`src/rtl/seq_detect_ctrl_if.sv`:
```
// Producer and consumer handshakes of the sequence-detector controller.
// The master side is the host; the slave side is the controller itself.
interface seq_detect_ctrl_if #(
    parameter int WIDTH = 8,
    parameter int CNT_W = 4
);
    logic             in_valid;
    logic [WIDTH-1:0] in_data;
    logic             in_clear;
    logic             in_ready;
    logic             res_valid;
    logic [CNT_W-1:0] res_count;
    logic             res_ready;

    modport master (
        output in_valid, in_data, in_clear, res_ready,
        input  in_ready, res_valid, res_count
    );

    modport slave (
        input  in_valid, in_data, in_clear, res_ready,
        output in_ready, res_valid, res_count
    );
endinterface

```
`src/rtl/seq_detect_ctrl.sv`:
```
// Serializes parallel words MSB-first into a Mealy sequence detector
// and returns the saturating count of detector pulses per word.
module seq_detect_ctrl #(
    parameter int WIDTH = 8,
    parameter int CNT_W = 4
) (
    input  logic               clk,
    input  logic               rst,
    seq_detect_ctrl_if.slave   bus,
    output logic               det_d,
    output logic               det_rst,
    input  logic               det_out,
    output logic               busy
);
    localparam int BIT_W = (WIDTH > 1) ? $clog2(WIDTH) : 1;
    localparam logic [CNT_W-1:0] CNT_MAX = '1;
    localparam logic [BIT_W-1:0] LAST_BIT = BIT_W'(WIDTH - 1);

    typedef enum logic [1:0] {IDLE, CLR, SHIFT, REPORT} state_t;

    state_t             r_state;
    state_t             w_nextState;
    logic [WIDTH-1:0]   r_shiftReg;
    logic [BIT_W-1:0]   r_bitCnt;
    logic [CNT_W-1:0]   r_matchCnt;

    // det_out is sampled at the edge that closes each SHIFT cycle, i.e. the
    // Mealy response to the bit currently on det_d.
    always_ff @(posedge clk or posedge rst) begin
        if (rst) begin
            r_state    <= IDLE;
            r_shiftReg <= '0;
            r_bitCnt   <= '0;
            r_matchCnt <= '0;
        end else begin
            r_state <= w_nextState;
            case (r_state)
                IDLE: begin
                    if (bus.in_valid) begin
                        r_shiftReg <= bus.in_data;
                        r_bitCnt   <= '0;
                        r_matchCnt <= '0;
                    end
                end
                SHIFT: begin
                    r_shiftReg <= r_shiftReg << 1;
                    r_bitCnt   <= r_bitCnt + 1'b1;
                    if (det_out && (r_matchCnt != CNT_MAX)) begin
                        r_matchCnt <= r_matchCnt + 1'b1;
                    end
                end
                default: begin
                end
            endcase
        end
    end

    always_comb begin
        w_nextState   = r_state;
        det_d         = 1'b0;
        det_rst       = rst;
        bus.in_ready  = 1'b0;
        bus.res_valid = 1'b0;
        case (r_state)
            IDLE: begin
                bus.in_ready = ~rst;
                if (bus.in_valid) begin
                    w_nextState = bus.in_clear ? CLR : SHIFT;
                end
            end
            CLR: begin
                det_rst     = 1'b1;
                w_nextState = SHIFT;
            end
            SHIFT: begin
                det_d = r_shiftReg[WIDTH-1];
                if (r_bitCnt == LAST_BIT) begin
                    w_nextState = REPORT;
                end
            end
            REPORT: begin
                bus.res_valid = 1'b1;
                if (bus.res_ready) begin
                    w_nextState = IDLE;
                end
            end
            default: w_nextState = IDLE;
        endcase
    end

    assign bus.res_count = r_matchCnt;
    assign busy          = (r_state != IDLE);
endmodule

```
`src/flat_wrapper.sv`:
```
// flat-port wrapper written by rule: the top's interface ports become plain ports
module seq_detect_ctrl_flat 
#(
    parameter int WIDTH = 8,
    parameter int CNT_W = 4
)
  (clk, rst, det_d, det_rst, det_out, busy, bus_in_valid, bus_in_data, bus_in_clear, bus_res_ready, bus_in_ready, bus_res_valid, bus_res_count);
  seq_detect_ctrl_if #(.WIDTH(WIDTH), .CNT_W(CNT_W)) bus_i ();
  input  logic clk;
  input  logic rst;
  output logic det_d;
  output logic det_rst;
  input  logic det_out;
  output logic busy;
  input wire logic [$bits(bus_i.in_valid)-1:0] bus_in_valid;
  input wire logic [$bits(bus_i.in_data)-1:0] bus_in_data;
  input wire logic [$bits(bus_i.in_clear)-1:0] bus_in_clear;
  input wire logic [$bits(bus_i.res_ready)-1:0] bus_res_ready;
  output wire logic [$bits(bus_i.in_ready)-1:0] bus_in_ready;
  output wire logic [$bits(bus_i.res_valid)-1:0] bus_res_valid;
  output wire logic [$bits(bus_i.res_count)-1:0] bus_res_count;
  assign bus_i.in_valid = bus_in_valid;
  assign bus_i.in_data = bus_in_data;
  assign bus_i.in_clear = bus_in_clear;
  assign bus_i.res_ready = bus_res_ready;
  assign bus_in_ready = bus_i.in_ready;
  assign bus_res_valid = bus_i.res_valid;
  assign bus_res_count = bus_i.res_count;
  seq_detect_ctrl #(.WIDTH(WIDTH), .CNT_W(CNT_W)) u_core (.clk(clk), .rst(rst), .bus(bus_i), .det_d(det_d), .det_rst(det_rst), .det_out(det_out), .busy(busy));
endmodule
```
`config.mk`:
```
export PLATFORM = sky130hd
export DESIGN_NAME = seq_detect_ctrl_flat
export DESIGN_NICKNAME = d
export VERILOG_FILES = /design/src/rtl/seq_detect_ctrl_if.sv /design/src/rtl/seq_detect_ctrl.sv /design/src/flat_wrapper.sv
export SDC_FILE = /design/constraint.sdc
export NUM_CORES = 1
export LEC_CHECK = 0
export CORE_UTILIZATION = 45
export DETAILED_ROUTE_END_ITERATION = 10
export GPL_TIMING_DRIVEN = 1
export PLACE_DENSITY_LB_ADDON = 0.3
export SLEW_MARGIN = 15
export SYNTH_ARGS = -nofsm -noshare
export SYNTH_HDL_FRONTEND = slang
export SYNTH_SLANG_ARGS = --single-unit
```
`constraint.sdc`:
```
create_clock -name clk -period 3.65 [get_ports clk]
set_input_delay 0.73 -clock clk [delete_from_list [all_inputs] [get_ports clk]]
set_output_delay 0.73 -clock clk [all_outputs]
set_load 0.1 [all_outputs]
```
# Yosys cells after proc, flatten, opt, wreduce, memory -nomap -nowiden

Index checks and enable logic that the tools add are counted.

RAM bits: 0
Output and inout port bits: 9
Memories: 0
Memory bits (read-only): 0
Word-level logic and storage cells: 39
Flip-flop bits (word level): 17
Bits in latches: 0

Order comparisons: 0
Multipliers: 0
Reduce and logical (&&, ||, !) cells: 7
Equal/unequal tests: 9
Divide/modulo/power cells: 0
Add/subtract/negate cells: 2
Bitwise gates (word level): 1
Mux-type cells: 16
Shift operators: 0

Operators with widths:

| cell                                                                   | number |
|---|---|
| 8-bit one-hot mux with 2 select lines                                  | 1 |
| 2-bit 2-to-1 mux                                                       | 4 |
| 4-bit 2-to-1 mux                                                       | 2 |
| 8-bit 2-to-1 mux                                                       | 1 |
| 2-bit one-hot mux with 4 select lines                                  | 1 |
| 4-bit one-hot mux with 2 select lines                                  | 1 |
| 3-bit one-hot mux with 2 select lines                                  | 1 |
| 3-bit AND reduction                                                    | 2 |
| 4-bit by 1-bit adder with 4-bit output (second input constant)         | 1 |
| 2-bit equality test (second input constant)                            | 2 |
| 1-bit 2-to-1 mux                                                       | 4 |
| 2-bit by 1-bit != test with 1-bit output (second input constant)       | 2 |
| 2-bit != test (second input constant)                                  | 2 |
| 4-bit != test (second input constant)                                  | 1 |
| 2-bit nonzero test                                                     | 2 |
| 3-bit by 1-bit adder with 3-bit output (second input constant)         | 1 |
| 3-bit equality test (second input constant)                            | 1 |
| 3-bit 2-to-1 mux                                                       | 1 |
| 2-bit by 1-bit equality test with 1-bit output (second input constant) | 1 |
| 2-bit zero test                                                        | 1 |
| 2-bit AND reduction                                                    | 1 |
| 1-bit logical AND                                                      | 1 |
| 1-bit inverter                                                         | 1 |

# Logic depth before layout (Yosys ltp)

Gate-level depths: netlist of run 1.

Depth in word-level cells: 4
Depth in mapped cells: 7
Gate-level depth less buffers: 5

# Worst setup path after synthesis of run 1

OpenSTA, ideal clock, no wires.

Kind: register to output
From: reg u_core.r_state[0]
To: out bus_in_ready
Setup slack: 326 ps
Stages on the path, launching flop included: 5
Data required time: 2920 ps
Buffers on the path: 0
Data arrival time: 2594 ps
Path through: dfrtp_1 inv_1 ha_1 inv_1 nor2_1

Longest elaborated chain between the ends: 2

RTL lines:

| item                     | RTL line              | RTL |
|---|---|---|
| start: declaration       | seq_detect_ctrl.sv:21 | `state_t r_state;` |
| start signal: assignment | seq_detect_ctrl.sv:36 | `r_state <= w_nextState;` |
| 2-bit zero test          | seq_detect_ctrl.sv:64 | `case (r_state)` |
| 1-bit 2-to-1 mux         | seq_detect_ctrl.sv:64 |  |
| end: declaration         | flat_wrapper.sv:19    | `output wire logic [$bits(bus_i.in_ready)-1:0] bus_in_ready;` |

No other way between the ends.

# Final worst setup path of run 1

From: reg u_core.r_state[0]
To: out bus_res_valid

Longest elaborated chain between the ends: 2

RTL lines:

| item                | RTL line              | RTL |
|---|---|---|
| 2-bit equality test | seq_detect_ctrl.sv:64 |  |
| 1-bit 2-to-1 mux    | seq_detect_ctrl.sv:64 |  |
| end: declaration    | flat_wrapper.sv:20    | `output wire logic [$bits(bus_i.res_valid)-1:0] bus_res_valid;` |

No other way between the ends.

==> summary.md, run 1 <==
| Metric | Value |
|---|---|
| Crit path max fanout | `3` |
| Outcome | `complete, no violations` |
| Setup TNS | `0 ns` |
| Residual DRC | `0` |
| Synth top area share | `43.8%` |
| Max Clk Rate | `0.369 GHz` |
| Leak | `0.567 nW` |
| Dominant cells by area after synthesis | `dfrtp_1 (44%), ha_1 (10%), mux2i_1 (9.3%)` |
| Power Dens Cells | `929 nW/um2` |
| Final period util | `74.3%` |
| Final WL | `1840 um` |
| CP required | `2.92 ns` |
| FILL cells | `166` |
| Seq cells post-synth | `17` |
| Die height | `48.5 um` |
| CTS max path bufs | `2` |
| Die W | `48.5 um` |
| Max-slew violations | `0` |
| First-pass GRT wire length | `3150 um` |
| Initial Util | `48.5%` |
| GP Congestion | `0.770` |
| Final min period | `2.71 ns` |
| Antenna violations before repair | `0` |
| Share of cells above drive strength 1 | `11.0%` |
| VDD IR max | `0.000527 V` |
| NumNets Final | `141` |
| Total number of vias | `759` |
| CP delay by family, top | `buffers and inverters` |
| Setup bufs post-CTS | `0` |
| CP max stage delay | `1.13 ns` |
| Distinct cells, synth | `31` |
| CP cell instances | `ha_1 > clkdlybuf4s50_1` |
| Worst skew pair latency | `0.29 ns` |
| Switching Share | `51.8%` |
| Mapped Nets | `117` |
| Port Buffers | `22` |
| Fin Clk Skew | `0.00698 ns` |
| Cells after Synth | `95` |
| Mean post-synth cell area | `10.2 um2` |
| Min-delay worst type | `flop to flop` |
| Slowest stage cell, crit path | `clkdlybuf4s50_1` |
| Routed len/inst | `12.7 um` |
| Reg clk slew, reported paths | `0.10 ns` |
| Kind of critical path | `flop to output pin` |
| CP endpoint kind | `output pin` |
| # H-tree levels | `1` |
| Critical path arrival | `1.98 ns` |
| Area growth, synth to finish | `25.8%` |
| CP Launch Type | `flop` |
| Site Rows | `16` |
| Worst slew margin | `34.9%` |
| N_diodes | `0` |
| Clock share of power | `8.9%` |
| Synthesis Warnings | `0` |
| Initial DRC count | `8` |
| Bufs and invs on worst path | `1` |
| Register area share after synthesis | `43.8%` |
| CTS Buf Count | `3` |
| Final Cell Area | `1220 um2` |
| Maxcap violations | `0` |
| Int Power | `0.546 mW` |
| Post-DP HPWL | `1280 um` |
| Tot Pwr | `1.13 mW` |
| Core Util, Final | `61.0%` |
| Post-Syn Area | `971 um2` |
| GRT overflow | `0` |
| Final hold violation count | `0` |
| Largest net degree at the start of global routing | `26` |
| Hold-fix buffers at CTS | `0` |
| Unrepaired setup endpoints after global routing | `false` |
| DIE AREA | `2350 um2` |
| TritonCTS clock tree | `yes` |
| Most common cell after layout, fill and taps aside | `clkdlybuf4s50_1` |
| Cell Area, Placed | `1190 um2` |
| Cell accounting for the most synthesized area | `dfrtp_1` |
| Switch Pwr | `0.588 mW` |
| CTS Root Cell | `clkbuf_4` |
| Post-CTS sizing | `0` |
| Slew @ Worst Pin | `0.973 ns` |
| I/O Pins | `23` |
| Final setup fails | `0` |
| Core area | `2000 um2` |
| Comb pwr share | `63.1%` |
| Commonest non-fill, non-tap cells in the layout | `clkdlybuf4s50_1 (18), dfrtp_1 (17), nand2_1 (15)` |
| Pre-antenna DRT Iters | `4` |
| CTS Sinks | `17` |
| GRT Resource Usage Total | `17.7%` |
| Vias in the first global route | `757` |
| Post-route ant nets | `0` |
| Reg power frac | `27.9%` |
| DR vias/cell | `5.23` |
==> flip-flops by register name, indices dropped and copies added, names as in the netlist <==
register / cells
u_core.r_shiftReg: 8
u_core.bus.res_count: 4
u_core.r_bitCnt: 3
u_core.r_state: 2
==> worst paths after layout <==
path / startpoint / to / slack [ns] / cells past startpoint
max: u_core.r_state[0] / bus_res_valid / 0.94 / 2
min: u_core.r_shiftReg[0] / u_core.r_shiftReg[0] / 0.48 / 2
max reg2reg: u_core.r_state[0] / u_core.bus.res_count[0] / 1.64 / 5
min reg2reg: u_core.r_shiftReg[0] / u_core.r_shiftReg[0] / 0.48 / 2
max in group asynchronous: rst / u_core.r_shiftReg[5] / 2.35 / 2
min in group asynchronous: rst / u_core.r_bitCnt[1] / 0.88 / 2
==> kinds of logic after synthesis <==
family	after synthesis	synth area share, %
AND/OR/NAND/NOR	28	14.3
AO/OA/AOI/OAI	21	14.3
flip-flops	17	43.8
buffers and inverters	11	5.67
multiplexers	10	11.6
adder cells (fa/ha/maj)	8	10.3
==> tightest hold or removal path, delay by kind of cell (launching register included) <==
kind	cells	cell delay, ns
flops	1	0.36
simple gates	2	0.10
==> power groups by stage <==
stage                     registers, mW  logic, mW  clock network, mW
after floorplan                   0.376      0.541                  0
after global placement            0.318      0.703                  0
after detailed placement          0.320      0.717                  0
after CTS                         0.317      0.721              0.107
after global routing              0.329      0.780              0.110
final                             0.317      0.716              0.101
==> stage by stage <==
stage	hold slack, ns	std cells	worst slack [ns]
after floorplan	0.438	95	0.326
after global placement	0.456	141	1.26
after detailed placement	0.455	141	1.23
after CTS	0.481	145	0.924
after global routing	0.511	145	0.873
final	0.479	145	0.939
==> synthesized netlist by cell type <==
cell type	instances
dfrtp_1	17
nand2_1	15
mux2i_1	9
ha_1	8
o21ai_1	8
inv_1	6
a21oi_1	4
a221o_1	2
a32o_1	2
and2_1	2
buf_2	2
a31oi_1	1
and3_1	1
and4_1	1
buf_4	1
buf_6	1
inv_2	1
mux2i_4	1
nand2b_1	1
nand3_1	1
nand3b_1	1
nand4_1	1
nand4b_1	1
nor2_1	1
nor2b_1	1
nor3_1	1
o21a_1	1
o21ai_0	1
o221a_2	1
o22a_1	1
or2_2	1
==> metal layers <==
| metal | GRT usage [%] | wire (um) |
|---|---|---|
| met3 | 6.92 | 108 |
| met2 | 30.5 | 869 |
| met4 | 4.90 | 13 |
| met5 | 0 | 0 |
| met1 | 20.3 | 843 |
==> area by class of cell <==
class / count / area [um2] / share of cell area (%)
tap: 27 / 33.8 / 2.77
inverter: 7 / 26.3 / 2.15
multi-input combinational: 67 / 490 / 40.2
timing repair buffer: 23 / 218 / 17.8
clock buffer: 3 / 22.5 / 1.84
clock inverter: 1 / 5.00 / 0.410
sequential: 17 / 425 / 34.8
Power figures use the tool's default switching activity.
==> run 2, diff against run 1 <==
==> constraint.sdc (replaced) <==
create_clock -name clk -period 2.8 [get_ports clk]
set_input_delay 0.56 -clock clk [delete_from_list [all_inputs] [get_ports clk]]
set_output_delay 0.56 -clock clk [all_outputs]
set_load 0.1 [all_outputs]
==> run 2 against run 1 <==
Compared with the run above: register-to-register slack got worse by 0.60 ns; final cell count rose by 0.69%; largest power group unchanged; combinational power rose by 37%; critical path depth rose by 3; critical endpoint is now bus_in_ready; non-clock buffer count rose by 1; sequential share of layout area fell by 0.97 points; largest cell class unchanged; utilization rose by 1.7 points; design area rose by 2.9%; first-iteration DRC count rose to 2.5 times the previous value; total power rose by 35%.
==> summary.md, run 2 (same netlist as run 1, synthesis figures left out) <==
| Metric | Value |
|---|---|
| Most common cell after layout, fill and taps aside | `dfrtp_1` |
| Final min period | `2.15 ns` |
| Area growth, synth to finish | `29.4%` |
| Unrepaired setup endpoints after global routing | `false` |
| Antenna violations before repair | `0` |
| Max-slew violations | `0` |
| Post-route ant nets | `0` |
| FILL cells | `173` |
| Die height | `48.5 um` |
| Hold_sp | `u_core.r_shiftReg[7]` |
| Setup TNS | `0 ns` |
| CTS Root Cell | `clkbuf_4` |
| Largest net degree at the start of global routing | `19` |
| Reg clk slew, reported paths | `0.11 ns` |
| Share of cells above drive strength 1 | `16.8%` |
| CTS Buf Count | `3` |
| Total number of vias | `778` |
| Pre-CTS WS | `0.729 ns` |
| Final hold slack | `0.495 ns` |
| GRT Resource Usage Total | `18.8%` |
| Core Util, Final | `62.7%` |
| Critical path endpoint | `bus_in_ready` |
| Internal reg-to-reg setup slack | `1.04 ns` |
| NumNets Final | `142` |
| R2R depth | `6` |
| CTS max path bufs | `2` |
| Residual DRC | `0` |
| GP Congestion | `0.776` |
| Worst reg2reg path startpoint | `u_core.r_state[0]` |
| Worst slew margin | `57.1%` |
| Kind of critical path | `flop to output pin` |
| Final WL | `1810 um` |
| # H-tree levels | `1` |
| CP endpoint kind | `output pin` |
| CP required | `2.24 ns` |
| Power Dens Cells | `1220 nW/um2` |
| Final worst slack | `0.649 ns` |
| Reg-to-Reg End | `u_core.r_state[1]` |
| Fin Clk Skew | `0.00953 ns` |
| Pre-antenna DRT Iters | `4` |
| DIE AREA | `2350 um2` |
| Max Clk Rate | `0.465 GHz` |
| Area occupied by multi-input gates | `493 um2` |
| Maxcap violations | `0` |
| CP Launch Type | `flop` |
| Port Buffers | `22` |
| Outcome | `complete, no violations` |
| Die W | `48.5 um` |
| Leak | `0.591 nW` |
| Worst skew pair latency | `0.29 ns` |
| Min-delay worst type | `flop to flop` |
| CTS Sinks | `17` |
| Initial DRC count | `20` |
| Setup bufs post-CTS | `0` |
| Vias in the first global route | `760` |
| TritonCTS clock tree | `yes` |
| Worst Setup SP | `u_core.r_state[0]` |
| Hold-fix buffers at CTS | `0` |
| DR vias/cell | `5.33` |
| Site Rows | `16` |
| Crit path max fanout | `4` |
| Routed len/inst | `12.4 um` |
| Post-CTS sizing | `0` |
| Area occupied by registers | `425 um2` |
| Critical path arrival | `1.59 ns` |
| Final setup fails | `0` |
| First-pass GRT wire length | `3340 um` |
| Core area | `2000 um2` |
| I/O Pins | `23` |
| Initial Util | `48.5%` |
| Final period util | `76.8%` |
| GRT overflow | `0` |
| Final hold violation count | `0` |
| VDD IR max | `0.000742 V` |
| Post-DP HPWL | `1400 um` |
| Slew @ Worst Pin | `0.643 ns` |
| Most flop-heavy register | `u_core.r_shiftReg` |
| N_diodes | `0` |
| Commonest non-fill, non-tap cells in the layout | `dfrtp_1 (17), nand2_1 (15), clkdlybuf4s50_1 (13)` |
| Number of flip-flops under the largest register name | `8` |
run 2: changes by cell type in the layout (fill, tap and decap cells not counted), sizes merged:
| cell | change |
|---|---|
| buf | +6 |
| clkdlybuf4s50 | -5 |
run 2: final cells by class:
class                   instances  share of cell area [%]
multi-input cells              67                    39.2
repair buffers                 24                    19.9
clock buffers                   3                    1.79
inverters                       7                    2.09
well taps                      27                    2.69
clock inverters                 1                   0.398
flip-flops and latches         17                    33.9
run 2: stage by stage:
step,power [mW],instances,area (um2)
2_1_floorplan,1.20,95,973
5_1_grt,1.66,146,1260
3_5_place_dp,1.41,142,1230
4_1_cts,1.55,146,1260
6_report,1.53,146,1260
3_3_place_gp,1.38,142,1230
run 2: worst min path at each step:
stage | end | cells after the start | slack, ns
after floorplan | u_core.r_shiftReg[0] | 2 | 0.44
after detailed placement | u_core.r_shiftReg[0] | 2 | 0.48
after CTS | u_core.r_shiftReg[7] | 2 | 0.50
after global placement | u_core.r_shiftReg[7] | 2 | 0.46
after global routing | u_core.r_bitCnt[2] | 1 | 0.53
final | u_core.r_shiftReg[7] | 2 | 0.50
run 2: power breakdown:
group          internal, mW  switching, mW
clock                0.0531         0.0796
sequential            0.348         0.0653
combinational         0.352          0.631
total                 0.754          0.776
run 2: layer usage:
| layer | GRT usage, % | share of wire, % | vias to the layer above |
|---|---|---|---|
| met5 | 0 | 0 | - |
| li1 | - | - | 384 |
| met4 | 10.3 | 0.77 | 0 |
| met3 | 2.52 | 3.5 | 2 |
| met2 | 31.9 | 54 | 18 |
| met1 | 23.1 | 42 | 374 |
run 2: worst max-delay path, cell delays in order (launching register included):
cell,delay [ns]
dfrtp_1,0.41
inv_1,0.13
ha_1,0.31
inv_1,0.11
nor2_2,0.16
buf_12,0.19
